--- config.mk ---
export PLATFORM = sky130hd
export DESIGN_NAME = multicycle_controller_flat
export DESIGN_NICKNAME = d
export VERILOG_FILES = /design/src/rtl/multicycle_controller_pkg.sv /design/src/rtl/multicycle_controller_if.sv /design/src/rtl/multicycle_controller_mem_wait_timer.sv /design/src/rtl/multicycle_controller.sv /design/src/flat_wrapper.sv
export SDC_FILE = /design/constraint.sdc
export NUM_CORES = 1
export LEC_CHECK = 0
export BUFFER_PORTS_ARGS = -buffer_cell sky130_fd_sc_hd__buf_2
export CAP_MARGIN = 40
export CORE_UTILIZATION = 45
export CTS_CLUSTER_SIZE = 25
export DETAILED_ROUTE_END_ITERATION = 10
export HOLD_SLACK_MARGIN = 0.1
export PLACE_DENSITY = 0.77
export SLEW_MARGIN = 5
export SYNTH_ARGS = -nofsm -noshare
export SYNTH_HDL_FRONTEND = slang
export SYNTH_HIERARCHICAL = 1
export SYNTH_SLANG_ARGS = --single-unit
--- constraint.sdc ---
create_clock -name CLK -period 3.31 [get_ports CLK]
set_clock_uncertainty 0.05 [all_clocks]
set_input_delay 0.1655 -clock CLK [delete_from_list [all_inputs] [get_ports CLK]]
set_output_delay 0.1655 -clock CLK [all_outputs]
set_load 0.1 [all_outputs]
--- src/rtl/multicycle_controller_pkg.sv ---
// Shared definitions for the multicycle controller.
// Holds the FSM state encodings (also visible on the STATE debug output),
// the instruction class constants decoded from Op, and the datapath mux
// select constants driven onto ALUSrcA/ALUSrcB/ResultSrc/AdrSrc.
package multicycle_controller_pkg;

    typedef logic [1:0] sel_t;

    typedef enum logic [3:0] {
        S_FETCH  = 4'd0,
        S_DECODE = 4'd1,
        S_MEMADR = 4'd2,
        S_MEMRD  = 4'd3,
        S_MEMWB  = 4'd4,
        S_MEMWR  = 4'd5,
        S_EXECR  = 4'd6,
        S_EXECI  = 4'd7,
        S_ALUWB  = 4'd8,
        S_BRANCH = 4'd9
    } state_t;

    // Instruction classes carried on Op
    localparam logic [1:0] OP_DP     = 2'b00;
    localparam logic [1:0] OP_MEM    = 2'b01;
    localparam logic [1:0] OP_BRANCH = 2'b10;
    localparam logic [1:0] OP_UNDEF  = 2'b11;

    // ALU operand A select
    localparam sel_t SRCA_REG   = 2'b00;
    localparam sel_t SRCA_PC    = 2'b01;
    // ALU operand B select
    localparam sel_t SRCB_REG   = 2'b00;
    localparam sel_t SRCB_IMM   = 2'b01;
    localparam sel_t SRCB_FOUR  = 2'b10;
    // Result bus select
    localparam sel_t RES_ALUOUT = 2'b00;
    localparam sel_t RES_RDATA  = 2'b01;
    localparam sel_t RES_ALU    = 2'b10;
    // Memory address select
    localparam logic ADR_PC     = 1'b0;
    localparam logic ADR_ALU    = 1'b1;

    // States that wait on MEM_READY and are guarded by the timeout timer
    function automatic logic is_wait_state(state_t s);
        return (s == S_FETCH) || (s == S_MEMRD) || (s == S_MEMWR);
    endfunction

endpackage

--- src/rtl/multicycle_controller_if.sv ---
// Control bus between the instruction decoder/datapath and the controller.
// Inputs to the controller: Op, FUNCT, COND_EX, NO_WRITE, MEM_READY.
// Outputs from the controller: IRWrite, NextPC, RegW, MemW, Branch, ALU_Op,
// AdrSrc, ALUSrcA, ALUSrcB, ResultSrc, MEM_ERR, STATE.
// modport slave is the controller side, modport master the datapath side.
interface multicycle_controller_if;
    import multicycle_controller_pkg::*;

    logic [1:0] Op;
    logic [5:0] FUNCT;
    logic       COND_EX;
    logic       NO_WRITE;
    logic       MEM_READY;

    logic       IRWrite;
    logic       NextPC;
    logic       RegW;
    logic       MemW;
    logic       Branch;
    logic       ALU_Op;
    logic       AdrSrc;
    sel_t       ALUSrcA;
    sel_t       ALUSrcB;
    sel_t       ResultSrc;
    logic       MEM_ERR;
    logic [3:0] STATE;

    modport master (
        output Op, FUNCT, COND_EX, NO_WRITE, MEM_READY,
        input  IRWrite, NextPC, RegW, MemW, Branch, ALU_Op, AdrSrc,
               ALUSrcA, ALUSrcB, ResultSrc, MEM_ERR, STATE
    );

    modport slave (
        input  Op, FUNCT, COND_EX, NO_WRITE, MEM_READY,
        output IRWrite, NextPC, RegW, MemW, Branch, ALU_Op, AdrSrc,
               ALUSrcA, ALUSrcB, ResultSrc, MEM_ERR, STATE
    );
endinterface

--- src/rtl/multicycle_controller_mem_wait_timer.sv ---
// mem_wait_timer: counts cycles a memory-waiting state spends with
// MEM_READY low and flags a timeout when the limit is reached.
// Ports:
//   clk_i      clock
//   rst_i      synchronous active-high reset, clears the count
//   active_i   controller is in a memory-waiting state
//   ready_i    memory completes the access this cycle
//   restart_i  next cycle is a fresh entry into a state; clear the count
//   timeout_o  count at limit while still not ready (combinational)
module mem_wait_timer #(
    parameter int WAIT_LIMIT = 15
) (
    input  logic clk_i,
    input  logic rst_i,
    input  logic active_i,
    input  logic ready_i,
    input  logic restart_i,
    output logic timeout_o
);
    localparam int CW = (WAIT_LIMIT < 1) ? 1 : $clog2(WAIT_LIMIT + 1);

    logic [CW-1:0] count_q, count_d;
    logic          at_limit;

    assign at_limit  = (count_q == CW'(WAIT_LIMIT));
    // Ready in the limit cycle is a success, so timeout needs ready low
    assign timeout_o = active_i && !ready_i && at_limit;

    always_comb begin
        count_d = count_q;
        if (restart_i) begin
            count_d = '0;
        end else if (active_i && !ready_i && !at_limit) begin
            // Saturating: the limit cycle always exits the state, never wraps
            count_d = count_q + CW'(1);
        end
    end

    always_ff @(posedge clk_i) begin
        if (rst_i) begin
            count_q <= '0;
        end else begin
            count_q <= count_d;
        end
    end
endmodule

--- src/rtl/multicycle_controller.sv ---
// multicycle_controller: Moore FSM sequencing a multicycle datapath through
// fetch, decode, memory, ALU and branch steps, with a memory wait timeout.
// Ports:
//   CLK    sole clock, rising edge
//   RESET  synchronous active-high reset; outputs forced to idle FETCH values
//   bus    controller side of multicycle_controller_if (instruction class,
//          condition/memory status in; datapath strobes, mux selects,
//          MEM_ERR pulse and STATE debug out)
module multicycle_controller
    import multicycle_controller_pkg::*;
#(
    parameter int WAIT_LIMIT = 15
) (
    input  logic                   CLK,
    input  logic                   RESET,
    multicycle_controller_if.slave bus
);
    state_t state_q, state_d;
    logic   timeout;
    logic   restart;
    logic   ir_write, next_pc, reg_w, mem_w, branch, alu_op, adr_src, mem_err;
    sel_t   alu_src_a, alu_src_b, result_src;

    // Only the I and L flags of FUNCT steer the sequence
    logic unused_funct_bits;
    assign unused_funct_bits = ^bus.FUNCT[4:1];

    // Any state change is a fresh entry; a timeout in FETCH re-enters FETCH
    assign restart = (state_d != state_q) || timeout;

    mem_wait_timer #(
        .WAIT_LIMIT (WAIT_LIMIT)
    ) u_mem_wait_timer (
        .clk_i     (CLK),
        .rst_i     (RESET),
        .active_i  (is_wait_state(state_q)),
        .ready_i   (bus.MEM_READY),
        .restart_i (restart),
        .timeout_o (timeout)
    );

    always_ff @(posedge CLK) begin
        if (RESET) begin
            state_q <= S_FETCH;
        end else begin
            state_q <= state_d;
        end
    end

    always_comb begin
        state_d = state_q;
        case (state_q)
            S_FETCH:  if (bus.MEM_READY) state_d = S_DECODE;
            S_DECODE: begin
                if (!bus.COND_EX || bus.Op == OP_UNDEF) begin
                    state_d = S_FETCH;
                end else if (bus.Op == OP_MEM) begin
                    state_d = S_MEMADR;
                end else if (bus.Op == OP_BRANCH) begin
                    state_d = S_BRANCH;
                end else begin
                    state_d = bus.FUNCT[5] ? S_EXECI : S_EXECR;
                end
            end
            S_MEMADR: state_d = bus.FUNCT[0] ? S_MEMRD : S_MEMWR;
            S_MEMRD: begin
                if (bus.MEM_READY)  state_d = S_MEMWB;
                else if (timeout)   state_d = S_FETCH;
            end
            S_MEMWB:  state_d = S_FETCH;
            S_MEMWR:  if (bus.MEM_READY || timeout) state_d = S_FETCH;
            S_EXECR,
            S_EXECI:  state_d = S_ALUWB;
            default:  state_d = S_FETCH;
        endcase
    end

    always_comb begin
        ir_write   = 1'b0;
        next_pc    = 1'b0;
        reg_w      = 1'b0;
        mem_w      = 1'b0;
        branch     = 1'b0;
        alu_op     = 1'b0;
        adr_src    = ADR_PC;
        alu_src_a  = SRCA_REG;
        alu_src_b  = SRCB_REG;
        result_src = RES_ALUOUT;
        mem_err    = timeout;
        case (state_q)
            S_FETCH: begin
                alu_src_a  = SRCA_PC;
                alu_src_b  = SRCB_FOUR;
                result_src = RES_ALU;
                ir_write   = bus.MEM_READY;
                next_pc    = bus.MEM_READY;
            end
            S_DECODE: begin
                alu_src_a  = SRCA_PC;
                alu_src_b  = SRCB_FOUR;
                result_src = RES_ALU;
            end
            S_MEMADR: alu_src_b = SRCB_IMM;
            S_MEMRD:  adr_src   = ADR_ALU;
            S_MEMWB: begin
                result_src = RES_RDATA;
                reg_w      = 1'b1;
            end
            S_MEMWR: begin
                adr_src = ADR_ALU;
                mem_w   = 1'b1;
            end
            S_EXECR:  alu_op = 1'b1;
            S_EXECI: begin
                alu_src_b = SRCB_IMM;
                alu_op    = 1'b1;
            end
            S_ALUWB: begin
                alu_op = 1'b1;
                reg_w  = !bus.NO_WRITE;
            end
            S_BRANCH: begin
                alu_src_b  = SRCB_IMM;
                result_src = RES_ALU;
                branch     = 1'b1;
            end
            default: ;
        endcase
        // Reset is synchronous, so the state register may still hold an
        // old state while RESET is high; mask to idle FETCH values
        if (RESET) begin
            ir_write   = 1'b0;
            next_pc    = 1'b0;
            reg_w      = 1'b0;
            mem_w      = 1'b0;
            branch     = 1'b0;
            alu_op     = 1'b0;
            mem_err    = 1'b0;
            adr_src    = ADR_PC;
            alu_src_a  = SRCA_PC;
            alu_src_b  = SRCB_FOUR;
            result_src = RES_ALU;
        end
    end

    assign bus.IRWrite   = ir_write;
    assign bus.NextPC    = next_pc;
    assign bus.RegW      = reg_w;
    assign bus.MemW      = mem_w;
    assign bus.Branch    = branch;
    assign bus.ALU_Op    = alu_op;
    assign bus.AdrSrc    = adr_src;
    assign bus.ALUSrcA   = alu_src_a;
    assign bus.ALUSrcB   = alu_src_b;
    assign bus.ResultSrc = result_src;
    assign bus.MEM_ERR   = mem_err;
    assign bus.STATE     = RESET ? 4'(S_FETCH) : 4'(state_q);
endmodule

--- src/flat_wrapper.sv ---
// flat-port wrapper written by rule: the top's interface ports become plain ports
module multicycle_controller_flat import multicycle_controller_pkg::*;
#(
    parameter int WAIT_LIMIT = 15
)
  (CLK, RESET, bus_Op, bus_FUNCT, bus_COND_EX, bus_NO_WRITE, bus_MEM_READY, bus_IRWrite, bus_NextPC, bus_RegW, bus_MemW, bus_Branch, bus_ALU_Op, bus_AdrSrc, bus_ALUSrcA, bus_ALUSrcB, bus_ResultSrc, bus_MEM_ERR, bus_STATE);
  multicycle_controller_if bus_i ();
  input  logic CLK;
  input  logic RESET;
  input wire logic [$bits(bus_i.Op)-1:0] bus_Op;
  input wire logic [$bits(bus_i.FUNCT)-1:0] bus_FUNCT;
  input wire logic [$bits(bus_i.COND_EX)-1:0] bus_COND_EX;
  input wire logic [$bits(bus_i.NO_WRITE)-1:0] bus_NO_WRITE;
  input wire logic [$bits(bus_i.MEM_READY)-1:0] bus_MEM_READY;
  output wire logic [$bits(bus_i.IRWrite)-1:0] bus_IRWrite;
  output wire logic [$bits(bus_i.NextPC)-1:0] bus_NextPC;
  output wire logic [$bits(bus_i.RegW)-1:0] bus_RegW;
  output wire logic [$bits(bus_i.MemW)-1:0] bus_MemW;
  output wire logic [$bits(bus_i.Branch)-1:0] bus_Branch;
  output wire logic [$bits(bus_i.ALU_Op)-1:0] bus_ALU_Op;
  output wire logic [$bits(bus_i.AdrSrc)-1:0] bus_AdrSrc;
  output wire logic [$bits(bus_i.ALUSrcA)-1:0] bus_ALUSrcA;
  output wire logic [$bits(bus_i.ALUSrcB)-1:0] bus_ALUSrcB;
  output wire logic [$bits(bus_i.ResultSrc)-1:0] bus_ResultSrc;
  output wire logic [$bits(bus_i.MEM_ERR)-1:0] bus_MEM_ERR;
  output wire logic [$bits(bus_i.STATE)-1:0] bus_STATE;
  assign bus_i.Op = bus_Op;
  assign bus_i.FUNCT = bus_FUNCT;
  assign bus_i.COND_EX = bus_COND_EX;
  assign bus_i.NO_WRITE = bus_NO_WRITE;
  assign bus_i.MEM_READY = bus_MEM_READY;
  assign bus_IRWrite = bus_i.IRWrite;
  assign bus_NextPC = bus_i.NextPC;
  assign bus_RegW = bus_i.RegW;
  assign bus_MemW = bus_i.MemW;
  assign bus_Branch = bus_i.Branch;
  assign bus_ALU_Op = bus_i.ALU_Op;
  assign bus_AdrSrc = bus_i.AdrSrc;
  assign bus_ALUSrcA = bus_i.ALUSrcA;
  assign bus_ALUSrcB = bus_i.ALUSrcB;
  assign bus_ResultSrc = bus_i.ResultSrc;
  assign bus_MEM_ERR = bus_i.MEM_ERR;
  assign bus_STATE = bus_i.STATE;
  multicycle_controller #(.WAIT_LIMIT(WAIT_LIMIT)) u_core (.CLK(CLK), .RESET(RESET), .bus(bus_i));
endmodule
## Yosys cells after proc, flatten, opt, wreduce, memory -nomap -nowiden

Cells that the tools add are included.

| operators by class | value |
|---|---|
| eq/ne operators | 14 |
| reduce and logical (&&, ||, !) cells | 20 |
| muxes and demuxes | 30 |
| add/subtract/negate cells | 1 |

Operators with widths:

| cell | number |
|---|---|
| 4-bit two-way mux | 8 |
| 4-bit case mux with 6 select lines | 1 |
| 4-bit by 3-bit equality test with 1-bit output (second input constant) | 4 |
| 1-bit two-way mux | 15 |
| 4-bit equality test (second input constant) | 3 |
| 3-bit OR reduction | 3 |
| 4-bit by 2-bit equality test with 1-bit output (second input constant) | 2 |
| 2-bit case mux with 2 select lines | 2 |
| 2-bit OR reduction | 4 |
| 1-bit logical OR | 5 |
| 4-bit by 1-bit adder with 4-bit output (second input constant) | 1 |
| 2-bit equality test (second input constant) | 2 |
| 4-bit by 1-bit equality test with 1-bit output (second input constant) | 1 |
| 1-bit logical NOT | 4 |
| 4-bit logical NOT | 1 |
| 2-bit two-way mux | 2 |
| 4-bit inequality test | 1 |
| 1-bit logical AND | 3 |
| 3-bit two-way mux | 1 |
| 2-bit by 1-bit equality test with 1-bit output (second input constant) | 1 |
| 1-bit case mux with 2 select lines | 1 |

| word-level totals | value |
|---|---|
| output and inout bits | 18 |
| bits of input ports | 13 |
| register bits after elaboration | 8 |

## Logic depth before layout (Yosys ltp)

| depth | value |
|---|---|
| depth after elaboration | 11 |
| depth in mapped cells | 14 |
| depth with buffers taken out | 12 |

## Cells and area by module

Netlist, hierarchy kept.

By module, submodules not included:

| module | cells an instance | area each (µm²) | seq. area each (µm²) | instances |
|---|---|---|---|---|
| multicycle_controller | 87 | 600.6 | 80.1 | 1 |
| mem_wait_timer | 24 | 240.2 | 80.1 | 1 |

## Worst setup path before layout

Ideal clock, no wire load.

| path | value |
|---|---|
| path kind | flip-flop to output port |
| from | register u_core.state_q[3] |
| to | output port bus_RegW |
| slack | -2.593 ns |
| buffers on the path | 1 |
| data arrival time | 5.687 ns |
| data required time | 3.094 ns |
| cell stages (with the launch flop) | 5 |
| path through | dfxtp_1 -> clkbuf_1 -> inv_1 -> or3_1 -> a2111oi_0 |

| on the way | value |
|---|---|
| cells in the longest elaborated chain, start to end | 3 |
| elaborated cells on any way between the ends | 4 |
| classes of those cells | 2 x eq/ne; 2 x mux |

Ends and longest elaborated chain:

| element | RTL line | RTL |
|---|---|---|
| from (decl) | multicycle_controller.sv:18 | `state_t state_q, state_d;` |
| from (signal assigned) | multicycle_controller.sv:46 | `state_q <= state_d;` |
| 4-bit equality test / 4-bit by 3-bit equality test with 1-bit output (equally long branches) | multicycle_controller.sv:90 | `case (state_q)` |
| 1-bit case mux with 2 select lines * | multicycle_controller.sv:90 |  |
| 1-bit two-way mux * | multicycle_controller.sv:131 | `if (RESET) begin` |
| to (decl) | flat_wrapper.sv:17 | `output wire logic [$bits(bus_i.RegW)-1:0] bus_RegW;` |

Mark *: on every way between the ends. The rest lies on a longest branch, timed or not.

## Final worst setup path

| path | value |
|---|---|
| from | register u_core.state_q[1] |
| to | register u_core.u_mem_wait_timer.count_q[1] |

| on the way | value |
|---|---|
| cells in the longest elaborated chain, start to end | 11 |
| elaborated cells on any way between the ends | 22 |
| classes of those cells | 7 x eq/ne; 5 x mux; 10 x reduce/logical |

Ends and longest elaborated chain:

| element | RTL line | RTL |
|---|---|---|
| 4-bit by 2-bit equality test with 1-bit output / 4-bit logical NOT (equally long branches) | multicycle_controller_pkg.sv:45 | `return (s == S_FETCH) \|\| (s == S_MEMRD) \|\| (s == S_MEMWR);` |
| 1-bit logical OR | multicycle_controller_pkg.sv:45 |  |
| 1-bit logical OR * | multicycle_controller_pkg.sv:45 |  |
| 1-bit logical AND * (2 in a row) | multicycle_controller_mem_wait_timer.sv:27 | `assign timeout_o = active_i && !ready_i && at_limit;` |
| via u_core.timeout | multicycle_controller.sv:19 | `logic timeout;` |
| 4-bit two-way mux / 1-bit logical OR (equally long branches) | multicycle_controller.sv:68, multicycle_controller.sv:71 |  |
| 4-bit two-way mux, on equally long branches | multicycle_controller.sv:67, multicycle_controller.sv:71 |  |
| 4-bit case mux with 6 select lines | multicycle_controller.sv:52 | `case (state_q)` |
| 4-bit inequality test | multicycle_controller.sv:29 | `assign restart = (state_d != state_q) \|\| timeout;` |
| 1-bit logical OR * | multicycle_controller.sv:29 |  |
| via u_core.restart | multicycle_controller.sv:20 | `logic restart;` |
| 2-bit OR reduction (no source line) * | - |  |
| to (signal assigned) | multicycle_controller_mem_wait_timer.sv:43 | `count_q <= count_d;` |
| to (decl) | multicycle_controller_mem_wait_timer.sv:22 | `logic [CW-1:0] count_q, count_d;` |

The timed path passes the listed nets; every way through them passes the cells marked *.
A chain may end at the register's enable or synchronous reset.

==> impl_results.html <==
<table>
<tr><th>Metric</th><th>Value</th></tr>
<tr><th colspan="2">CTS</th></tr>
<tr><td>Total CTS buffers</td><td>3</td></tr>
<tr><td>TritonCTS clock tree</td><td>done</td></tr>
<tr><td>Worst skew pair latency</td><td>about 260 ps</td></tr>
<tr><td>Hold buffer count at CTS</td><td>0</td></tr>
<tr><td>Number of buffers on the longest clock path</td><td>2</td></tr>
<tr><td>Count of cells resized by post-cts repair</td><td>0</td></tr>
<tr><td>Cell at the root of the clock tree</td><td>clkbuf_4</td></tr>
<tr><td>Clock slew at the register clock pins of the worst setup and hold paths</td><td>60 ps</td></tr>
<tr><td>Clock sinks</td><td>8</td></tr>
<tr><td>H-tree Lvls</td><td>1</td></tr>
<tr><td>Buffers inserted during post-CTS setup optimization</td><td>0</td></tr>
<tr><th colspan="2">Logic synthesis</th></tr>
<tr><td>Largest family of logic cells by synthesized area</td><td>simple AND/OR/NAND/NOR gates</td></tr>
<tr><td>Number of enable flip-flop cells after synthesis</td><td>0</td></tr>
<tr><td>Share of the synthesized netlist area taken by xor and xnor gates</td><td>under 10%</td></tr>
<tr><td>Area fraction of the dominant cell type after synthesis</td><td>around a fifth</td></tr>
<tr><td>Post-synthesis async set-or-reset flop share</td><td>0%</td></tr>
<tr><td>Synthesis-stage register bit count</td><td>8</td></tr>
<tr><td>Post-synthesis share of cell area spent on full adders, half adders and majority gates</td><td>around 7.4%</td></tr>
<tr><td>Post-synthesis cell type with the largest combined area</td><td>dfxtp_1</td></tr>
<tr><td>Simple-Gate Fraction of Synth Area</td><td>40.92%</td></tr>
<tr><td>Most frequently used flop master after synthesis</td><td>dfxtp_1</td></tr>
<tr><td>Post-Syn Area per Cell</td><td>between 7 and 8 um2</td></tr>
<tr><td>Warnings from Yosys</td><td>6</td></tr>
<tr><td>Most frequent cells after synthesis</td><td>9 x nor2_1, 8 x dfxtp_1, 8 x nand2_1</td></tr>
<tr><td>Synthesized instance count</td><td>between 100 and 150</td></tr>
<tr><td>Most frequently used cell type in the post-synthesis netlist</td><td>nor2_1</td></tr>
<tr><td>Nets in the synthesized netlist</td><td>about 130</td></tr>
<tr><td>Number of unique standard cell types used by synthesis</td><td>48</td></tr>
<tr><td>Multiplexer fraction of the synthesized cell area</td><td>0%</td></tr>
<tr><td>Total standard cell area after synthesis</td><td>~840 um2</td></tr>
<tr><td>Largest cells by area after synthesis</td><td>dfxtp_1 19%, ha_1 7.4%, a21oi_1 4.2%</td></tr>
<tr><td>Seq/Total Area, Yosys</td><td>approximately a fifth</td></tr>
<tr><td>Compound-cell area share of the yosys netlist</td><td>between 20% and 30%</td></tr>
<tr><th colspan="2">Status</th></tr>
<tr><td>Status</td><td>finished, final reports clean</td></tr>
<tr><th colspan="2">Power and ir drop</th></tr>
<tr><td>Static leakage</td><td>about 0.44 nW</td></tr>
<tr><td>Sw Pwr</td><td>about 0.00012 W</td></tr>
<tr><td>Cell Pwr Density</td><td>approximately 290 nW/um2</td></tr>
<tr><td>Switching Fraction</td><td>41.28%</td></tr>
<tr><td>Combinational share of power</td><td>38.8%</td></tr>
<tr><td>Cell internal pwr</td><td>0.0001725 W</td></tr>
<tr><td>Part of the total power dissipated in sequential elements</td><td>35.5%</td></tr>
<tr><td>Peak ir drop on the vdd network</td><td>around 240 uV</td></tr>
<tr><td>Clk pwr share</td><td>roughly a quarter</td></tr>
<tr><th colspan="2">Global routing</th></tr>
<tr><td>Pin count of the biggest net entering global routing</td><td>18</td></tr>
<tr><td>Total grt overflow</td><td>0</td></tr>
<tr><td>GRT Resource Usage Total</td><td>21.79%</td></tr>
<tr><td>First-pass GRT wire length</td><td>~3.4 mm</td></tr>
<tr><td>Number of antenna violations at the first check in global routing</td><td>0</td></tr>
<tr><td>Via count of the first global-routing pass</td><td>765</td></tr>
<tr><th colspan="2">Final layout</th></tr>
<tr><td>Diode count</td><td>0</td></tr>
<tr><td>Fraction of layout instances using a drive strength above 1</td><td>a little over a third</td></tr>
<tr><td>Reg area</td><td>about 160 um2</td></tr>
<tr><td>Multi-input gate area in the final layout</td><td>approximately 640 um2</td></tr>
<tr><td>Layout fillers</td><td>between 150 and 200</td></tr>
<tr><td>Nets</td><td>roughly 150</td></tr>
<tr><td>Area Overhead vs Synth</td><td>22.32%</td></tr>
<tr><td>Final core area utilization</td><td>about 60%</td></tr>
<tr><th colspan="2">Floorplanning</th></tr>
<tr><td>Number of top-level design ports</td><td>31</td></tr>
<tr><td>Starting utilization of the core area</td><td>about half</td></tr>
<tr><td>Horizontal die dimension</td><td>45.23 um</td></tr>
<tr><td>Die Span Y</td><td>45.23 um</td></tr>
<tr><td>Overall die area</td><td>approximately 2000 um2</td></tr>
<tr><td>Standard-cell rows</td><td>15</td></tr>
<tr><td>Area of the core</td><td>roughly 1700 um2</td></tr>
<tr><th colspan="2">Critical path</th></tr>
<tr><td>Required time worst endpoint</td><td>between 3000 and 4000 ps</td></tr>
<tr><td>Kind of start point of the critical path</td><td>flip-flop</td></tr>
<tr><td>Kind of end point of the critical path</td><td>flip-flop</td></tr>
<tr><td>Critical path class</td><td>reg2reg</td></tr>
<tr><td>Crit Path Max Fanout</td><td>6</td></tr>
<tr><td>Data arrival, critical path</td><td>3050 ps</td></tr>
<tr><th colspan="2">Detailed routing</th></tr>
<tr><td>Number of antenna-violating nets in the routed design</td><td>0</td></tr>
<tr><td>DRT iter0 DRCs</td><td>23</td></tr>
<tr><td>Total number of vias</td><td>roughly 880</td></tr>
<tr><td>Drc violations</td><td>0</td></tr>
<tr><td>Vias per std cell</td><td>about 5.6</td></tr>
<tr><td>Detailed Route WL</td><td>~2.0 mm</td></tr>
<tr><td>Number of optimization iterations in the first detailed-route pass</td><td>4</td></tr>
<tr><td>Mean routed wirelength per cell</td><td>roughly 12 um</td></tr>
<tr><th colspan="2">STA</th></tr>
<tr><td>Endpoints failing setup</td><td>0</td></tr>
<tr><td>Max frequency</td><td>approximately 340 MHz</td></tr>
<tr><td>Post-route clock period utilization</td><td>88.42%</td></tr>
<tr><td>Post-route minimum period</td><td>roughly 2900 ps</td></tr>
<tr><td>Number of pins with negative max-slew slack in the final report</td><td>0</td></tr>
<tr><td>Unrepaired setup endpoints after global routing</td><td>false</td></tr>
<tr><td>Final hold viol count</td><td>0</td></tr>
<tr><td>TNS Setup</td><td>0 ps</td></tr>
<tr><th colspan="2">Placed design</th></tr>
<tr><td>Last weighted congestion value of the routability-driven placer</td><td>slightly above 0.8</td></tr>
<tr><td>DP Wirelength</td><td>approximately 1.5 mm</td></tr>
<tr><td>Count of input and output buffers</td><td>25</td></tr>
<tr><th colspan="2">Min path</th></tr>
<tr><td>Path class of the lowest-slack min-delay path</td><td>in2reg</td></tr>
<tr><th colspan="2">Job</th></tr>
<tr><td>Max-cap check violation count</td><td>0</td></tr>
</table>
-- flip-flops by register name (all words and copies together) (netlist names) --
signal and flops:
u_core/state_q 4, u_core/u_mem_wait_timer/count_q 4
-- worst max-delay path: stages (launching register included) --
cell and delay [ps]:
dfxtp_1 330, xnor2_1 210, a211oi_1 130, nor2b_4 170, and4_2 280, or4b_2 650
or2_2 330, o31ai_1 80, nand4_1 200, nor2_1 230, a21boi_0 190
-- cell families after synthesis --
logic type               count (synthesis)
AO/OA/AOI/OAI                           26
XOR/XNOR                                 1
flip-flops                               8
other                                    1
buffers and inverters                   15
adder cells (fa/ha/maj)                  5
AND/OR/NAND/NOR                         55
-- metal layers --
layer | share of wire, % | wire length, um | GRT usage (%) | vias up
li1 | - | - | - | 456
met1 | 47 | 921 | 30.58 | 399
met2 | 48 | 933 | 34.49 | 29
met3 | 5.6 | 110 | 6.000 | 0
met4 | 0 | 0 | 1.818 | 0
met5 | 0 | 0 | 0 | -
-- final cells by class --
| cell class | instances | share of cell area, % |
|---|---|---|
| multi-input cells | 88 | 61.92 |
| flip-flops and latches | 8 | 15.57 |
| repair buffers | 29 | 15.09 |
| well taps | 25 | 3.041 |
| clock buffers | 3 | 2.190 |
| inverters | 6 | 2.190 |
-- cells in the final DEF, fill, tap and decap left out, types with 2 or more instances in the layout --
cell / count
a2111oi_2: 2
a21oi_1: 7
buf_2: 25
buf_4: 4
clkbuf_4: 3
dfxtp_1: 8
ha_1: 5
inv_1: 6
nand2_1: 8
nand2b_1: 2
nand3_1: 3
nand3b_1: 3
nor2_1: 8
nor2b_2: 2
nor3_1: 4
nor4_2: 2
o211ai_1: 2
o21ai_0: 5
or4b_2: 2
-- worst paths after layout --
kind | start | endpoint | slack, ps | depth (start not counted)
max reg2reg | u_core/state_q[1] | u_core/u_mem_wait_timer/count_q[1] | 380 | 10
max | u_core/state_q[1] | u_core/u_mem_wait_timer/count_q[1] | 380 | 10
min reg2reg | u_core/u_mem_wait_timer/count_q[1] | u_core/u_mem_wait_timer/count_q[1] | 490 | 2
min | RESET | u_core/state_q[1] | 270 | 2
-- stage by stage --
stage	setup slack, ps	power [W]	hold WS, ps	instances	area (um2)
detailed placement	429.5	0.0002200	487.4	156	1006
global placement	476.4	0.0002178	475.7	156	1006
finish	383.3	0.0002938	274.1	159	1028
global route	147.0	0.0003070	310.9	159	1028
floorplan	101.9	0.0001986	191.5	111	872.1
CTS	394.8	0.0002963	284.0	159	1028
-- power by group through the flow --
stage | clock, W | sequential, W | combinational [W]
after detailed placement | 0 | 0.000106 | 0.000114
final | 0.0000754 | 0.000104 | 0.000114
after global routing | 0.0000796 | 0.000105 | 0.000122
after global placement | 0 | 0.000106 | 0.000112
after floorplan | 0 | 0.000105 | 0.0000941
after CTS | 0.0000781 | 0.000104 | 0.000114
(Power assumes the default switching activity.)
